[config.mk]
export PLATFORM = sky130hd
export DESIGN_NAME = freq_meter
export DESIGN_NICKNAME = d
export VERILOG_FILES = /design/src/rtl/freq_meter_pkg.sv /design/src/rtl/freq_meter_sync_edge.sv /design/src/rtl/freq_meter.sv
export SDC_FILE = /design/constraint.sdc
export NUM_CORES = 1
export LEC_CHECK = 0
export ABC_CLOCK_PERIOD_IN_PS = 7260
export BUFFER_PORTS_ARGS = -buffer_cell sky130_fd_sc_hd__clkbuf_2
export CAP_MARGIN = 20
export CORE_ASPECT_RATIO = 0.8
export CORE_MARGIN = 1.5
export CORE_UTILIZATION = 53
export DETAILED_ROUTE_END_ITERATION = 6
export PLACE_DENSITY = 0.72
export SLEW_MARGIN = 20
export SYNTH_ARGS = -nofsm -noshare
export SYNTH_HDL_FRONTEND = slang
export SYNTH_SLANG_ARGS = --single-unit
[constraint.sdc]
create_clock -name clk -period 7.26 [get_ports clk]
set_input_delay 1.452 -clock clk [delete_from_list [all_inputs] [get_ports clk]]
set_output_delay 1.452 -clock clk [all_outputs]
set_load 0.03 [all_outputs]
[src/rtl/freq_meter_pkg.sv]
// Shared types and elaboration-time helpers for the frequency meter.
// Holds the FSM state encoding and the gate-window sizing functions.
package freq_meter_pkg;

    typedef enum logic {
        IDLE    = 1'b0,
        MEASURE = 1'b1
    } state_t;

    function automatic int gate_cyc(input int clk_hz, input int gate_hz);
        return clk_hz / gate_hz;
    endfunction

    // Bits needed to hold the values 0 .. value-1.
    function automatic int clog2(input int value);
        int r;
        int v;
        r = 0;
        v = value - 1;
        while (v > 0) begin
            r = r + 1;
            v = v >> 1;
        end
        return r;
    endfunction

endpackage

[src/rtl/freq_meter_sync_edge.sv]
// Two-flop synchronizer with a trailing history flop and rising-edge detect.
// Suitable for any slow asynchronous level such as a push button.
module sync_edge (
    input  logic clk,
    input  logic rst,
    input  logic d,
    output logic q,
    output logic rise
);

    // sh_q[0] = first sync stage, sh_q[1] = second stage, sh_q[2] = previous value
    logic [2:0] sh_q;
    logic [2:0] sh_d;

    always_comb begin
        sh_d = {sh_q[1:0], d};
    end

    always_ff @(posedge clk or posedge rst) begin
        if (rst) begin
            sh_q <= 3'b000;
        end else begin
            sh_q <= sh_d;
        end
    end

    assign q    = sh_q[1];
    assign rise = sh_q[1] & ~sh_q[2];

endmodule

[src/rtl/freq_meter.sv]
// Counts synchronized rising edges of sig_in over back-to-back gate windows
// and publishes a saturating count with a one-cycle valid strobe per window.
module freq_meter #(
    parameter int CLK_HZ  = 100000000,
    parameter int GATE_HZ = 1,
    parameter int CNT_W   = 32
) (
    input  logic             clk,
    input  logic             rst,
    input  logic             en,
    input  logic             sig_in,
    output logic [CNT_W-1:0] freq,
    output logic             overflow,
    output logic             valid
);

    import freq_meter_pkg::*;

    localparam int GATE_CYC = gate_cyc(CLK_HZ, GATE_HZ);
    localparam int GATE_W   = clog2(GATE_CYC);
    localparam logic [GATE_W-1:0] GATE_LAST = GATE_W'(GATE_CYC - 1);
    localparam logic [CNT_W-1:0]  CNT_MAX   = '1;

    logic rise;
    logic sync_level_unused;

    sync_edge u_sync (
        .clk  (clk),
        .rst  (rst),
        .d    (sig_in),
        .q    (sync_level_unused),
        .rise (rise)
    );

    state_t            state_q, state_d;
    logic [GATE_W-1:0] gate_q,  gate_d;
    logic [CNT_W-1:0]  edge_q,  edge_d;
    logic              sat_q,   sat_d;
    logic [CNT_W-1:0]  freq_q,  freq_d;
    logic              ovf_q,   ovf_d;
    logic              valid_q, valid_d;

    logic at_max;
    logic terminal;

    always_comb begin
        state_d  = state_q;
        gate_d   = gate_q;
        edge_d   = edge_q;
        sat_d    = sat_q;
        freq_d   = freq_q;
        ovf_d    = ovf_q;
        valid_d  = 1'b0;
        at_max   = (edge_q == CNT_MAX);
        terminal = (gate_q == GATE_LAST);

        case (state_q)
            IDLE: begin
                gate_d = '0;
                edge_d = '0;
                sat_d  = 1'b0;
                if (en) begin
                    state_d = MEASURE;
                end
            end

            MEASURE: begin
                if (!en) begin
                    state_d = IDLE;
                    gate_d  = '0;
                    edge_d  = '0;
                    sat_d   = 1'b0;
                end else if (terminal) begin
                    // A rise on the terminal cycle closes out the ending window.
                    valid_d = 1'b1;
                    freq_d  = (rise && !at_max) ? edge_q + 1'b1 : edge_q;
                    ovf_d   = sat_q | (at_max & rise);
                    gate_d  = '0;
                    edge_d  = '0;
                    sat_d   = 1'b0;
                end else begin
                    gate_d = gate_q + 1'b1;
                    if (rise) begin
                        if (at_max) begin
                            sat_d = 1'b1;
                        end else begin
                            edge_d = edge_q + 1'b1;
                        end
                    end
                end
            end

            default: begin
                state_d = IDLE;
            end
        endcase
    end

    always_ff @(posedge clk or posedge rst) begin
        if (rst) begin
            state_q <= IDLE;
            gate_q  <= '0;
            edge_q  <= '0;
            sat_q   <= 1'b0;
            freq_q  <= '0;
            ovf_q   <= 1'b0;
            valid_q <= 1'b0;
        end else begin
            state_q <= state_d;
            gate_q  <= gate_d;
            edge_q  <= edge_d;
            sat_q   <= sat_d;
            freq_q  <= freq_d;
            ovf_q   <= ovf_d;
            valid_q <= valid_d;
        end
    end

    assign freq     = freq_q;
    assign overflow = ovf_q;
    assign valid    = valid_q;

endmodule

==> summary.md <==
The clock network power share was 0.404; the number of slew-limit violations in the final report was 0. The wire-length estimate of the detail-placed layout is 5.446 mm. Once the clock tree was built, the setup fixing pass inserted 0 buffers.

The tools report the total of cells resized after clock tree synthesis as 0. For this run, the post-layout net count is 475. In the routed layout, each cell is associated on average with a via count of 5.442. 0 antenna diodes ended up in the layout.

The run gives 0 as the initial antenna violation count. The net switching share of the total power was 0.2113; the synthesized instance count was 438. The post-synthesis compound-gate area fraction was 0.05065; the number of library cell types mapped by synthesis was 46. The share of flip-flops with an asynchronous set or reset after synthesis came out at 1.000.

The tools report the data arrival time of the worst path as 2.78 ns. The number of clock buffers added by TritonCTS is 9. For the number of nets produced by synthesis, the log shows 444. After global routing, the most crowded layer is met2. The tightest min-delay check is of the flop to flop type.

The global-route wire length before repair is 14.14 mm, and the sum of internal, switching and leakage power is 0.9539 mW. Setup repair after global routing left no endpoint under its margin. The transition time at the pin with the least slew margin was 0.7109 ns. The share of the yosys chip area belonging to registers is 0.5515, and the sequential power share is 0.575. For this block, the initial DRC count from the detailed router was 172.

The run gives 0 as the remaining number of nets flagged by the antenna check after routing. For the maximum clock frequency, the log shows 0.3915 GHz. The net switching power came out at 0.2015 mW.

The part of the total power dissipated in combinational logic came out at 0.021. The die is 84.93 µm tall. Slowest stage cell on the critical path: sky130_fd_sc_hd__buf_4.

The run gives 0 as the residual overflow from global routing. The layout has 681 filler cells. The worst slew slack as a fraction of its limit was 0.5261; the cell internal power dissipation was 0.7524 mW. The critical path is of the flop to flop type. The run gives 3162 as the via count of the routed design. Final total negative setup slack: 0 ns. The clock passes through at most 2 buffers.

Relative to the synthesized area, the layout overhead comes to 10.21%. The fraction of final layout cells sized beyond drive strength 1 was 0.1628; the floorplan core area was 8019 µm². The analysis attributes to cell leakage a power of 2.171 nW. The synthesized design contains 0 enable-type register cells. The cell sitting at the root of the clock tree is a sky130_fd_sc_hd__clkbuf_8.

The maximum clock skew at final layout was 0.01094 ns. The simple-gate share of the synthesized area came out at 0.2544. The run finished with clean final reports. Of all nets on the critical path, the largest fanout is 54. The share of the clock period used by the worst path was 0.3518. The fraction of met2 tracks used by global routing is 0.2941. The die is 105.4 µm wide. Traced cell by cell, the critical path runs through ha_1 -> nand3_1 -> or3_1 -> and4bb_2 -> nand3b_1 -> buf_4 -> nor2_1. The number of warnings printed during yosys synthesis is 0. The tools report the starting utilization of the core area as 0.5545.

Setup violations remaining at the end of the flow were counted as 0. The count of boundary I/O pins was 38. In this run the core area contains 29 standard-cell rows. The final hold violation count is 0. The highest cell delay on the worst timing path is 0.54 ns. For the global-route track usage on met1, the log shows 0.2922. At the later pin of the worst-skew pair, clock insertion delay measures 0.36 ns.

The number of sinks on the clock net is 98. The endpoint required time on the critical path came out at 7.48 ns. The run gives 0 as the post-route DRC violation count. Synthesis inferred 98 register bits. The die covers 8952 µm².

The placer's final routability congestion estimate was 0.8550. The total iterations of the first detailed-routing run is 5, and the adder and majority gate portion of the synthesized area is 0.005627. The wire length after detailed routing is 8.199 mm, and the time the final worst path needs with I/O delays and setup is 2.554 ns. TritonCTS built the clock tree. After synthesis, the mean cell area works out to 10.15 µm². Among all flip-flop cells after synthesis, the most frequent one is sky130_fd_sc_hd__dfrtp_1. The clock tree synthesis step divided the H-tree into 3 levels. The fraction of synthesized area in multiplexers was 0. The global-route total usage across every layer is 0.1995, and the global-route track usage on met3 is 0.05914. Maximum ir drop on the vdd rail: 0.1311 mV.

The tool flagged a number of max-cap violations equal to 0. The critical path launch point type is a flop. The run gives 4447 µm² as the area of the mapped netlist.

The port buffer count was 37. In this run, post-CTS hold repair placed 0 buffers. The xor/xnor cell area share of the yosys netlist was 0.1064. The worst setup path is captured at a flop.

After clock tree synthesis, the clock-pin slew on the worst setup and hold paths is 0.08 ns. Entering global routing, the biggest net connects 67 pins. The main combinational cell family by area after synthesis is simple AND/OR/NAND/NOR gates.

The wire length per cell was 14.11 µm; the via count of the first global-routing pass was 2949. In this run the power density over the cells is 194.6 nW/µm². The worst hold slack came out at 0.3547 ns.
-- synthesized netlist by cell type, drive strengths merged, types with 3 or more instances --
cell type  instances  area share
nand2             53       0.045
and3              15       0.023
o21ai             33       0.038
xor2              36       0.071
nor4               7       0.015
inv                7      0.0059
nor3               5      0.0056
nor4b              3      0.0059
nor2              71       0.060
clkbuf             8      0.0090
xnor2             18       0.035
buf               11       0.017
nand4             15       0.027
and4               8       0.016
nand3             27       0.033
dfrtp             98        0.55
-- routing by layer --
layer  share of wire  wire length (µm)
met4          0.0035                29
met2            0.44              3603
met3           0.042               341
met5               0                 0
met1            0.52              4225
-- cell usage in the layout, fill, tap and decap left out, drive strengths merged --
| cell | count |
|---|---|
| a211oi | 1 |
| a21o | 1 |
| a21oi | 2 |
| a2bb2oi | 1 |
| a31o | 1 |
| a31oi | 2 |
| and2 | 1 |
| and3 | 15 |
| and4 | 8 |
| and4bb | 1 |
| buf | 2 |
| bufinv | 2 |
| clkbuf | 48 |
| clkinv | 1 |
| clkinvlp | 1 |
| dfrtp | 98 |
| ha | 2 |
| inv | 7 |
| nand2 | 53 |
| nand2b | 2 |
| nand3 | 27 |
| nand3b | 1 |
| nand4 | 15 |
| nand4b | 1 |
| nand4bb | 1 |
| nor2 | 71 |
| nor2b | 2 |
| nor3 | 5 |
| nor4 | 7 |
| nor4b | 3 |
| o21ai | 33 |
| or2 | 1 |
| or3 | 1 |
| or4 | 2 |
| xnor2 | 18 |
| xor2 | 36 |
-- power groups by stage --
stage	Sequential, mW	Clock (mW)	Combinational [mW]
2_1_floorplan	0.559	0	0.0159
3_3_place_gp	0.559	0	0.0213
3_5_place_dp	0.559	0	0.0216
4_1_cts	0.548	0.396	0.0216
5_1_grt	0.549	0.416	0.0243
6_report	0.549	0.385	0.0204
-- cells by family after synthesis --
logic type,after synthesis
simple gates,217
compound gates,41
fa+ha+maj,2
buf+inv,26
flops,98
xor+xnor,54
-- state kept, by name, indices dropped and copies added (netlist names) --
name,flops
overflow,1
edge_q,32
sat_q,1
u_sync.sh_q,3
state_q,1
freq,32
valid,1
gate_q,27
-- final timing paths --
path | slack [ns] | startpoint | endpoint | depth (start not counted)
max | 4.71 | gate_q[0] | gate_q[11] | 7
min | 0.35 | u_sync.sh_q[0] | u_sync.sh_q[1] | 0
max reg2reg | 4.71 | gate_q[0] | gate_q[11] | 7
min reg2reg | 0.35 | u_sync.sh_q[0] | u_sync.sh_q[1] | 0
max in group asynchronous | 5.07 | rst | edge_q[20] | 3
min in group asynchronous | 1.10 | rst | gate_q[0] | 2
-- worst max-delay path: cells and delay by family (launching register included) --
family	cells	cell delay, ns
buf+inv	1	0.54
fa+ha+maj	1	0.22
simple gates	5	1.23
flops	1	0.39
-- per-stage QoR --
step / utilization / setup slack, ns / instance area, µm² / std cells
floorplan: - / 3.246 / 4447 / 438
global placement: 0.5831 / 4.188 / 4676 / 566
detailed placement: 0.5831 / 4.146 / 4676 / 566
CTS: 0.6102 / 4.283 / 4893 / 581
global route: 0.6112 / 4.501 / 4901 / 581
finish: 0.6112 / 4.706 / 4901 / 581
-- area by class of cell --
type / count / area, µm² / area share
Inverter: 7 / 28.78 / 0.005872
Clock inverter: 4 / 76.32 / 0.01557
Tap cell: 108 / 135.1 / 0.02757
Sequential cell: 98 / 2452 / 0.5004
Multi-Input combinational cell: 314 / 1867 / 0.3809
Timing Repair Buffer: 39 / 200.2 / 0.04085
Clock buffer: 11 / 141.4 / 0.02885
Power figures use the tool's default switching activity.
